$ cat src/rtl/multicycle_control.sv
// -----------------------------------------------------------------------------
// multicycle_control
// Moore-style control unit for a multicycle MIPS-like datapath. It sequences
// fetch / decode / execute / memory / write-back states and decodes all control
// outputs from the current state and the opcode latched in DECODE.
//
// Parameters
//   ALUOP_WIDTH  width of ALUOp (>=3); function code sits in [2:0], rest zero
//   MEM_WAIT     1: memory states stall on mem_ready, 0: mem_ready ignored
//   CNT_WIDTH    width of the retired-instruction counter
//
// Ports
//   clk, reset       rising-edge clock, asynchronous active-high reset
//   OP               opcode from the instruction register (valid from DECODE)
//   mem_ready        memory completes the current access this cycle
//   PCWrite, PCWriteCond, IRWrite, RegWrite, MemRead, MemWrite  enables
//   IorD, RegDst, MemtoReg, ALUSrcA, BranchType (1 beq / 0 bne)  mux selects
//   ALUSrcB, PCSource  2-bit mux selects
//   ALUOp            ALU function code
//   illegal_op       one-cycle pulse while in the ILLEGAL state
//   state_o          current state encoding
//   retired_cnt      count of completed instructions (wraps)
// -----------------------------------------------------------------------------
`timescale 1ns/1ps

module multicycle_control #(
    parameter int unsigned ALUOP_WIDTH = 3,
    parameter int unsigned MEM_WAIT    = 1,
    parameter int unsigned CNT_WIDTH   = 16
) (
    input  logic                   clk,
    input  logic                   reset,
    input  logic [5:0]             OP,
    input  logic                   mem_ready,
    output logic                   PCWrite,
    output logic                   PCWriteCond,
    output logic                   IRWrite,
    output logic                   RegWrite,
    output logic                   MemRead,
    output logic                   MemWrite,
    output logic                   IorD,
    output logic                   RegDst,
    output logic                   MemtoReg,
    output logic                   ALUSrcA,
    output logic                   BranchType,
    output logic [1:0]             ALUSrcB,
    output logic [1:0]             PCSource,
    output logic [ALUOP_WIDTH-1:0] ALUOp,
    output logic                   illegal_op,
    output logic [3:0]             state_o,
    output logic [CNT_WIDTH-1:0]   retired_cnt
);

    localparam logic [5:0] OP_RTYPE = 6'h00;
    localparam logic [5:0] OP_J     = 6'h02;
    localparam logic [5:0] OP_BEQ   = 6'h04;
    localparam logic [5:0] OP_BNE   = 6'h05;
    localparam logic [5:0] OP_ADDI  = 6'h08;
    localparam logic [5:0] OP_ANDI  = 6'h0C;
    localparam logic [5:0] OP_ORI   = 6'h0D;
    localparam logic [5:0] OP_LUI   = 6'h0F;
    localparam logic [5:0] OP_LW    = 6'h23;
    localparam logic [5:0] OP_SW    = 6'h2B;

    localparam logic [2:0] ALU_LUI = 3'b000;
    localparam logic [2:0] ALU_SUB = 3'b001;
    localparam logic [2:0] ALU_ADD = 3'b100;
    localparam logic [2:0] ALU_OR  = 3'b101;
    localparam logic [2:0] ALU_AND = 3'b110;
    localparam logic [2:0] ALU_R   = 3'b111;

    typedef enum logic [3:0] {
        FETCH    = 4'd0,
        DECODE   = 4'd1,
        EXEC_R   = 4'd2,
        EXEC_I   = 4'd3,
        WB_ALU   = 4'd4,
        MEM_ADDR = 4'd5,
        MEM_RD   = 4'd6,
        MEM_WR   = 4'd7,
        WB_MEM   = 4'd8,
        BRANCH   = 4'd9,
        JUMP     = 4'd10,
        ILLEGAL  = 4'd11
    } stateT;

    stateT      state;
    stateT      stateNext;
    logic [5:0] opQ;
    logic [2:0] aluCode;
    logic       ready;
    logic       retire;

    // With MEM_WAIT=0 every memory access is treated as completing at once.
    assign ready = mem_ready | (MEM_WAIT == 0);

    // An instruction retires on the edge that returns it to FETCH; ILLEGAL does not count.
    assign retire = (state == WB_ALU) || (state == WB_MEM) || (state == BRANCH) ||
                    (state == JUMP)   || ((state == MEM_WR) && ready);

    // State, latched opcode and retirement counter.
    always_ff @(posedge clk or posedge reset) begin
        if (reset) begin
            state       <= FETCH;
            opQ         <= 6'h00;
            retired_cnt <= '0;
        end else begin
            state <= stateNext;
            if (state == DECODE) begin
                opQ <= OP;
            end
            if (retire) begin
                retired_cnt <= retired_cnt + CNT_WIDTH'(1);
            end
        end
    end

    // Next-state logic; DECODE dispatches on the live OP since opQ loads on the same edge.
    always_comb begin
        stateNext = FETCH;
        case (state)
            FETCH:    stateNext = ready ? DECODE : FETCH;
            DECODE: begin
                case (OP)
                    OP_RTYPE:                         stateNext = EXEC_R;
                    OP_ADDI, OP_ORI, OP_ANDI, OP_LUI: stateNext = EXEC_I;
                    OP_LW, OP_SW:                     stateNext = MEM_ADDR;
                    OP_BEQ, OP_BNE:                   stateNext = BRANCH;
                    OP_J:                             stateNext = JUMP;
                    default:                          stateNext = ILLEGAL;
                endcase
            end
            EXEC_R:   stateNext = WB_ALU;
            EXEC_I:   stateNext = WB_ALU;
            WB_ALU:   stateNext = FETCH;
            MEM_ADDR: stateNext = (opQ == OP_LW) ? MEM_RD : MEM_WR;
            MEM_RD:   stateNext = ready ? WB_MEM : MEM_RD;
            MEM_WR:   stateNext = ready ? FETCH : MEM_WR;
            WB_MEM:   stateNext = FETCH;
            BRANCH:   stateNext = FETCH;
            JUMP:     stateNext = FETCH;
            ILLEGAL:  stateNext = FETCH;
            default:  stateNext = FETCH;
        endcase
    end

    // Moore output decode from state and opQ (FETCH also qualifies IR/PC writes by ready).
    always_comb begin
        PCWrite     = 1'b0;
        PCWriteCond = 1'b0;
        IRWrite     = 1'b0;
        RegWrite    = 1'b0;
        MemRead     = 1'b0;
        MemWrite    = 1'b0;
        IorD        = 1'b0;
        RegDst      = 1'b0;
        MemtoReg    = 1'b0;
        ALUSrcA     = 1'b0;
        BranchType  = 1'b0;
        ALUSrcB     = 2'b00;
        PCSource    = 2'b00;
        aluCode     = ALU_LUI;
        illegal_op  = 1'b0;
        case (state)
            FETCH: begin
                MemRead = 1'b1;
                ALUSrcB = 2'b01;
                aluCode = ALU_ADD;
                IRWrite = ready;
                PCWrite = ready;
            end
            DECODE: begin
                ALUSrcB = 2'b11;
                aluCode = ALU_ADD;
            end
            EXEC_R: begin
                ALUSrcA = 1'b1;
                aluCode = ALU_R;
            end
            EXEC_I: begin
                ALUSrcA = 1'b1;
                ALUSrcB = 2'b10;
                case (opQ)
                    OP_ORI:  aluCode = ALU_OR;
                    OP_ANDI: aluCode = ALU_AND;
                    OP_LUI:  aluCode = ALU_LUI;
                    default: aluCode = ALU_ADD;
                endcase
            end
            WB_ALU: begin
                RegWrite = 1'b1;
                RegDst   = (opQ == OP_RTYPE);
            end
            MEM_ADDR: begin
                ALUSrcA = 1'b1;
                ALUSrcB = 2'b10;
                aluCode = ALU_ADD;
            end
            MEM_RD: begin
                MemRead = 1'b1;
                IorD    = 1'b1;
            end
            MEM_WR: begin
                MemWrite = 1'b1;
                IorD     = 1'b1;
            end
            WB_MEM: begin
                RegWrite = 1'b1;
                MemtoReg = 1'b1;
            end
            BRANCH: begin
                ALUSrcA     = 1'b1;
                aluCode     = ALU_SUB;
                PCWriteCond = 1'b1;
                PCSource    = 2'b01;
                BranchType  = (opQ == OP_BEQ);
            end
            JUMP: begin
                PCWrite  = 1'b1;
                PCSource = 2'b10;
            end
            ILLEGAL: illegal_op = 1'b1;
            default: ;
        endcase
        // Reset forces state to FETCH, whose IR/PC writes would otherwise follow ready.
        if (reset) begin
            PCWrite     = 1'b0;
            PCWriteCond = 1'b0;
            IRWrite     = 1'b0;
            RegWrite    = 1'b0;
            MemWrite    = 1'b0;
        end
    end

    assign ALUOp   = ALUOP_WIDTH'(aluCode);
    assign state_o = 4'(state);

endmodule

$ cat config.mk
export PLATFORM = sky130hd
export DESIGN_NAME = multicycle_control
export DESIGN_NICKNAME = d
export VERILOG_FILES = /design/src/rtl/multicycle_control.sv
export SDC_FILE = /design/constraint.sdc
export NUM_CORES = 1
export LEC_CHECK = 0
export ABC_AREA = 1
export BUFFER_PORTS_ARGS = -buffer_cell sky130_fd_sc_hd__buf_2
export CORE_MARGIN = 2
export CORE_UTILIZATION = 25
export DETAILED_ROUTE_END_ITERATION = 6
export SKIP_CTS_REPAIR_TIMING = 1
export SLEW_MARGIN = 20
export SYNTH_ARGS = -nofsm -noshare
export SYNTH_HDL_FRONTEND = slang
export SYNTH_SLANG_ARGS = --single-unit
export TNS_END_PERCENT = 5
$ cat constraint.sdc
create_clock -name clk -period 2.1 [get_ports clk]
set_input_delay 0.315 -clock clk [delete_from_list [all_inputs] [get_ports clk]]
set_output_delay 0.315 -clock clk [all_outputs]
set_load 0.01 [all_outputs]
==> results.txt, run 1 <==
cell area power density: 1120 nW/um^2
Leakage: 1.23 nW
starting DRC count in detailed routing: 87
Setup TNS: 0 ns
final hold vios: 0
grt ovf: 0
share of post-route cells with drive strength above 1: 33.0%
Worst Hold Class: input pin to asynchronous set/reset pin
htree depth: 1
area of the core: 7330 sq um
RePlAce Congestion: 0.876
dpl ws: 0.452 ns
Critical Path RT: 1.78 ns
max cap viols: 0
clock share of power: 13.1%
row count: 31
die height: 91.7 um
RSZ-0062 raised after global routing: false
Reg2Reg Depth: 7
status: finished, final reports clean
DR vias: 1850
Routed Antenna Nets: 0
final wirelength: 4750 um
yosys warns: 0
largest net degree at the start of global routing: 17
max frequency: 0.510 GHz
DRC: 0
Core Util, Final: 31.6%
Cell Area, Synth: 1920 sq um
synth unique cells: 30
DRT Pass-1 Iters: 4
Synth top area share: 33.9%
initial antenna violation count: 0
#FFs+latches synth: 26
worst-margin pin slew: 0.427 ns
root buf cell: clkbuf_8
syn nets: 283
Worst Setup Path Type: flop to output port
Seq/Total Area, Yosys: 33.9%
critical-path maximum fanout: 7
crit path cell chain: nand2_2 -> nor2_1 -> inv_1 -> o31ai_1 -> buf_2
placed cells: 419
post-synth top area cell: dfrtp_1
ranking of synthesized cells by area: dfrtp_1 34%, nand2_1 16%, nand2_2 9.1%, nor2_1 6.4%, inv_1 5.1%
crit-path leading delay family: flip-flops
worst path bufs/invs: 2
# port buffers: 47
Die X: 91.7 um
P_int: 0.00129 W
worst setup margin: 0.139 ns
vias in the first global route: 1712
Comb pwr share: 55.7%
I/O Pins: 48
GRT Overall Usage: 11.8%
Post-Layout Cell Count: 423
CTS tree: yes
die area: 8400 sq um
area grow syn2layout: 20.4%
clk_lat worst skew: 0.28 ns
placed inst area: 2260 sq um
Final Instance Area: 2310 sq um
Sink Count: 26
Critical R2R Capture: retired_cnt[8]
Detailed Place HPWL: 3740 um
Mean Syn Cell Area: 7.04 sq um
Final Critical Period: 1.96 ns
layout net count: 335
Crit. Startpoint: state_o[1]
most common cell after layout, fill and taps aside: nand2_1
worst vdd rail ir drop: 0.000564 V
Slew HR: 71.5%
switching power: 0.00130 W
Clock transition at path regs: 0.09 ns
first-pass GRT wire length: 8070 um
crit share post-route: 93.4%
WL/cell: 11.2 um
crit path launch type: flop
antenna fix cells: 0
Sw Share: 50.1%
max-slew violations: 0
Num CTS Buffers: 3
Syn Inst Count: 273
# setup viols final: 0
Crit path depth: 5
slowest stage cell, crit path: dfrtp_1
slowest cell delay on critical path: 0.52 ns
Reg2Reg Setup Slack: 0.56 ns
Worst Path Arrival: 1.65 ns
Final Skew: 0.00543 ns
commonest cells after routing, fill and taps aside: 84 x nand2_1, 47 x buf_2, 33 x nor2_1
Critical Path End Type: output port
Reg2Reg Launch Point: retired_cnt[0]
Sequential Power Share: 31.2%
Starting Density: 26.2%
Clock Path Buffers: 2
drt via density: 4.37
## metal layers
layer  vias up  GRT usage, %  wire length (um)
li1        950             -                 -
met1       836          15.3              2210
met2        60          19.7              2200
met3         4          2.88               311
met4         0          2.65                33
met5         -             0                 0
## final cells by class
class / instances / area [sq um]
Clock buffer: 4 / 55.1
Sequential cell: 26 / 652
Timing Repair Buffer: 50 / 258
Tap cell: 99 / 124
Fill cell: 798 / 5020
Multi-Input combinational cell: 209 / 1090
Inverter: 35 / 134
## cell families (layout without fill, tap and decap cells)
| group | after synthesis | count (layout) | share of synthesized area (%) |
|---|---|---|---|
| AOI/OAI and AO/OA | 16 | 16 | 4.82 |
| xor gates and xnor gates | 7 | 7 | 3.19 |
| adders and majority gates | 1 | 1 | 0.651 |
| buffers and inverters | 38 | 89 | 9.31 |
| DFF | 26 | 26 | 33.9 |
| and+or+nand+nor | 185 | 185 | 48.2 |
## flip-flops by register name (all words and copies together), names as in the netlist
signal	count
retired_cnt	16
opQ	6
state_o	4
## metrics by stage
| stage | power (W) | hold slack [ns] |
|---|---|---|
| 2_1_floorplan | 0.00194 | 0.355 |
| 3_3_place_gp | 0.00227 | 0.384 |
| 3_5_place_dp | 0.00228 | 0.385 |
| 4_1_cts | 0.00263 | 0.0756 |
| 5_1_grt | 0.00283 | 0.0881 |
| 6_report | 0.00259 | 0.0619 |
## synth_stat cells (all sizes together)
| cell | number |
|---|---|
| o211ai | 1 |
| o21ai | 10 |
| a21oi | 3 |
| nand3 | 13 |
| xnor2 | 4 |
| ha | 1 |
| nor2 | 40 |
| dfrtp | 26 |
| buf | 3 |
| nand3b | 1 |
| o31ai | 1 |
| or2 | 1 |
| inv | 35 |
| xor2 | 3 |
| o2111ai | 1 |
| nor4 | 2 |
| and2 | 1 |
| nand2 | 117 |
| nand4 | 10 |
## worst max path at each step
stage,to,slack [ns]
after detailed placement,ALUOp[1],0.45
after global placement,ALUOp[1],0.49
after floorplan,ALUOp[1],0.39
final,ALUOp[1],0.14
after CTS,ALUOp[1],0.11
after global routing,ALUOp[1],0.0004
## power groups by stage
| stage | Combinational [W] | Sequential [W] | Clock, W |
|---|---|---|---|
| floorplan | 0.00112 | 0.000815 | 0 |
| global placement | 0.00146 | 0.000808 | 0 |
| detailed placement | 0.00146 | 0.000817 | 0 |
| CTS | 0.00147 | 0.000807 | 0.000355 |
| global route | 0.00162 | 0.000831 | 0.000379 |
| finish | 0.00144 | 0.000810 | 0.000340 |
No activity file was read; power rests on OpenSTA's default activity.
==> run 2, diff against run 1 <==
--- a/config.mk
+++ b/config.mk
@@ -5,7 +5,6 @@
 export SDC_FILE = /design/constraint.sdc
 export NUM_CORES = 1
 export LEC_CHECK = 0
-export ABC_AREA = 1
 export BUFFER_PORTS_ARGS = -buffer_cell sky130_fd_sc_hd__buf_2
 export CORE_MARGIN = 2
 export CORE_UTILIZATION = 25
==> run 2 against run 1 <==
Effect of this change:
- routed wire length decreased by 20%
- clock power decreased by 5.9%
- core utilization increased by 0.077 points
- sequential power increased by 11%
- critical path depth increased by 1
- synthesized cell count decreased by 42%
- area after synthesis decreased by 17%
- final area decreased by 14%
- global-route usage decreased by 1.1 points
- largest cell class unchanged
==> results.txt, run 2 <==
yosys warns: 0
Largest register FFs: 16
worst vdd rail ir drop: 0.000372 V
ranking of synthesized cells by area: dfrtp_1 41%, xnor2_1 7.1%, mux2_2 4.9%, nand3_2 3.8%, nand4_1 3.1%
fillers: 662
commonest cells after routing, fill and taps aside: 47 x buf_2, 24 x dfrtp_1, 13 x nand2_1, 13 x xnor2_1, 11 x nor2_1
Compound-Gate Fraction of Synth Area: 11.3%
root buf cell: clkbuf_8
Cell Area, Synth: 1600 sq um
Reg2Reg Setup Slack: 0.23 ns
starting DRC count in detailed routing: 64
antenna fix cells: 0
worst setup margin: 0.110 ns
max frequency: 0.502 GHz
die height: 83.9 um
I/O Pins: 48
crit share post-route: 94.8%
DRC: 0
Clock Path Buffers: 2
vias in the first global route: 1247
initial antenna violation count: 0
Critical Path End Type: output port
Leakage: 0.944 nW
Worst Hold Class: input pin to asynchronous set/reset pin
ys async rst share: 100%
row count: 29
first-pass GRT wire length: 6220 um
grt ovf: 0
Num CTS Buffers: 3
Reg2Reg Depth: 4
RePlAce Congestion: 0.807
XOR/XNOR share of the synthesized area: 9.25%
critical-path maximum fanout: 5
most common cell after layout, fill and taps aside: buf_2
Detailed Place HPWL: 2950 um
share of post-route cells with drive strength above 1: 40.0%
Mean Syn Cell Area: 10.2 sq um
Setup TNS: 0 ns
Routed Antenna Nets: 0
Post-synth top cells: 26 x dfrtp_1, 13 x nand2_1, 13 x xnor2_1
crit path launch type: flop
EDFF count, synth: 0
Synth top area share: 40.8%
htree depth: 1
most instantiated library cell after synthesis: dfrtp_1
# port buffers: 47
Worst Path Arrival: 1.68 ns
Critical R2R Capture: retired_cnt[1]
Synth Area in Adders: 0.784%
Final Skew: 0.00462 ns
post-synthesis mux area share: 4.94%
Core Util, Final: 31.7%
cell area power density: 1290 nW/um^2
status: finished, final reports clean
Die X: 83.9 um
die area: 7040 sq um
largest family of logic cells by synthesized area: simple AND/OR/NAND/NOR gates
Reg2Reg Launch Point: state_o[2]
Final Critical Period: 1.99 ns
max cap viols: 0
final wirelength: 3810 um
final hold vios: 0
Syn Inst Count: 157
dominant synthesized flop cell: dfrtp_1
area grow syn2layout: 24.5%
CTS tree: yes
Clock transition at path regs: 0.09 ns
Critical Path RT: 1.78 ns
Sink Count: 26
DR vias: 1355
fraction of the mapped netlist area in simple logic gates: 28.6%
dpl ws: 0.207 ns
synth unique cells: 46
Worst Setup Path Type: flop to output port
DRT Pass-1 Iters: 4
max-slew violations: 0
post-synth top area cell: dfrtp_1
layout net count: 216
largest net degree at the start of global routing: 27
drt via density: 4.80
WL/cell: 13.5 um
syn nets: 167
area of the core: 6280 sq um
#FFs+latches synth: 26
Slew HR: 57.7%
GRT Overall Usage: 10.7%
clk_lat worst skew: 0.27 ns
worst-margin pin slew: 0.634 ns
Seq/Total Area, Yosys: 40.8%
Starting Density: 25.4%
RSZ-0062 raised after global routing: true
most flop-heavy register: retired_cnt
# setup viols final: 0
run 2: power by group:
group          internal (W)  switching (W)  total (W)
clock network      0.000167       0.000152   0.000320
logic              0.000602       0.000744    0.00135
registers          0.000663       0.000235   0.000897
total               0.00143        0.00113    0.00256
run 2: per-stage QoR:
| step | instance area (sq um) | cells | hold slack (ns) | power, W |
|---|---|---|---|---|
| 2_1_floorplan | 1600 | 157 | 0.364 | 0.00184 |
| 3_3_place_gp | 1920 | 278 | 0.468 | 0.00223 |
| 3_5_place_dp | 1920 | 278 | 0.469 | 0.00225 |
| 4_1_cts | 1970 | 282 | 0.171 | 0.00258 |
| 5_1_grt | 1990 | 282 | 0.200 | 0.00276 |
| 6_report | 1990 | 282 | 0.161 | 0.00256 |
run 2: per-layer routing:
layer  vias to the layer above  routed length [um]  track usage, %
li1                        668                   -               -
met1                       659                1860            15.3
met2                        24                1780            16.5
met3                         4                 138            2.08
met4                         0                  28            2.64
met5                         -                   0               0
run 2: how the worst max path moves through the flow:
| stage | from | end | slack [ns] | cells after the start |
|---|---|---|---|---|
| detailed placement | state_o[3] | retired_cnt[1] | 0.21 | 4 |
| global route | opQ[2] | ALUOp[0] | -0.04 | 6 |
| global placement | state_o[3] | retired_cnt[1] | 0.23 | 4 |
| floorplan | state_o[1] | MemWrite | 0.39 | 5 |
| finish | opQ[2] | ALUOp[0] | 0.11 | 6 |
| CTS | state_o[0] | BranchType | -0.05 | 5 |
run 2: kinds of logic (layout without fill, tap and decap cells):
| family | Yosys count | in the layout |
|---|---|---|
| fa+ha+maj | 1 | 1 |
| flops | 26 | 26 |
| simple gates | 72 | 72 |
| mux | 7 | 7 |
| xor+xnor | 16 | 16 |
| compound gates | 22 | 22 |
| buf+inv | 13 | 61 |
run 2: layout make-up:
type | instances | area, sq um | area share [%]
multi-input combinational | 118 | 887 | 44.6
sequential | 26 | 653 | 32.9
timing repair buffer | 53 | 280 | 14.1
tap | 77 | 96.3 | 4.85
clock buffer | 4 | 55.1 | 2.77
inverter | 4 | 15.0 | 0.756
run 2: critical path, stage by stage (launching register included):
cell	delay [ns]
dfrtp_1	0.42
nand2_1	0.11
nor3_4	0.16
nand3b_1	0.14
a211o_1	0.30
a21oi_1	0.13
buf_2	0.15
==> run 3, diff against run 2 <==
--- a/config.mk
+++ b/config.mk
@@ -7,8 +7,9 @@
 export LEC_CHECK = 0
 export BUFFER_PORTS_ARGS = -buffer_cell sky130_fd_sc_hd__buf_2
 export CORE_MARGIN = 2
-export CORE_UTILIZATION = 25
+export CORE_UTILIZATION = 47
 export DETAILED_ROUTE_END_ITERATION = 6
+export PLACE_DENSITY = 0.74
 export SKIP_CTS_REPAIR_TIMING = 1
 export SLEW_MARGIN = 20
 export SYNTH_ARGS = -nofsm -noshare
==> run 3 against run 2 <==
Effect of this change:
- routed wire length down 0.53%
- final cell count down 9.2%
- critical path type unchanged
- critical endpoint is now RegDst
- core utilization up 28 points
==> results.txt, run 3 (synthesized netlist as in run 2, its figures left out) <==
status: finished, final reports clean
crit share post-route: 96.8%
Sink Count: 26
die height: 62.3 um
# port buffers: 47
WL/cell: 14.8 um
Reg2Reg Depth: 5
first-pass GRT wire length: 6240 um
Worst Setup Path Type: flop to output port
antenna fix cells: 0
Num CTS Buffers: 3
htree depth: 1
area grow syn2layout: 23.6%
Slew HR: 66.3%
cell area power density: 1320 nW/um^2
Min Hold Slack: 0.0916 ns
DR vias: 1406
Critical Path End Type: output port
most common cell after layout, fill and taps aside: buf_2
critical-path maximum fanout: 4
worst-margin pin slew: 0.503 ns
Clock transition at path regs: 0.14 ns
max-slew violations: 0
CTS tree: yes
share of post-route cells with drive strength above 1: 42.4%
row count: 21
# setup viols final: 0
DRC: 0
Worst Path Arrival: 1.72 ns
Die X: 62.3 um
vias in the first global route: 1321
Starting Density: 48.2%
final hold vios: 0
Final Critical Period: 2.03 ns
final wirelength: 3790 um
Leakage: 0.961 nW
RSZ-0062 raised after global routing: true
Worst Hold Class: input pin to asynchronous set/reset pin
commonest cells after routing, fill and taps aside: 47 x buf_2, 23 x dfrtp_1, 13 x nand2_1, 13 x xnor2_1
Design Power: 0.00261 W
DRT Pass-1 Iters: 4
most flop-heavy register: retired_cnt
initial antenna violation count: 0
starting DRC count in detailed routing: 39
GRT Overall Usage: 19.7%
grt ovf: 0
layout net count: 221
Detailed Place HPWL: 2780 um
I/O Pins: 48
root buf cell: clkbuf_4
Largest register FFs: 16
Critical Path RT: 1.78 ns
Reg2Reg Setup Slack: 0.33 ns
max cap viols: 0
area of the core: 3310 sq um
Clock Path Buffers: 2
worst vdd rail ir drop: 0.000996 V
crit path launch type: flop
drt via density: 5.49
largest net degree at the start of global routing: 27
Final Skew: 0.00806 ns
Routed Antenna Nets: 0
die area: 3880 sq um
max frequency: 0.492 GHz
clk_lat worst skew: 0.32 ns
RePlAce Congestion: 0.863
-- run 3: changes by cell type in the layout (fill, tap and decap cells not counted), sizes merged --
cell,before,now
buf,53,58
-- run 3: worst paths after layout --
check,start,end
max,opQ[2],RegDst
min,reset,state_o[1]
max reg2reg,state_o[3],retired_cnt[1]
min reg2reg,retired_cnt[15],retired_cnt[15]
max in group asynchronous,reset,opQ[5]
min in group clk,OP[3],opQ[3]
-- run 3: final cells by class --
type | instances | area (sq um)
multi-input cells | 118 | 892
fillers | 326 | 1340
repair buffers | 58 | 318
well taps | 46 | 57.6
flip-flops and latches | 26 | 654
clock buffers | 4 | 36.3
inverters | 4 | 15.0
-- run 3: per-stage QoR --
stage / TNS, ns / cell area, sq um / instances / worst slack [ns] / util (%)
4_1_cts: -0.0246 / 1920 / 251 / -0.0127 / 57.9
6_report: 0 / 1970 / 256 / 0.0676 / 59.6
3_3_place_gp: 0 / 1880 / 247 / 0.358 / 56.8
5_1_grt: -0.0947 / 1970 / 256 / -0.0546 / 59.6
3_5_place_dp: 0 / 1880 / 247 / 0.261 / 56.8
2_1_floorplan: 0 / 1600 / 157 / 0.387 / -
-- run 3: worst max-delay path, stage by stage (launching register included) --
cell     delay (ns)
dfrtp_1        0.43
buf_4          0.15
or4_1          0.55
nor3_2         0.12
buf_2          0.15
-- run 3: per-layer routing --
metal / GRT usage [%] / up-vias / part of all wire [%]
li1: - / 674 / -
met1: 25.3 / 685 / 42
met2: 34.5 / 43 / 52
met3: 3.26 / 4 / 4.8
met4: 5.56 / 0 / 1.1
met5: 0 / - / 0
-- run 3: report_power, final --
group	switching [W]	internal (W)	leakage, nW
registers	0.000257	0.000664	0.332
clock network	0.000142	0.000106	0.0210
logic	0.000766	0.000671	0.607
total	0.00117	0.00144	0.961
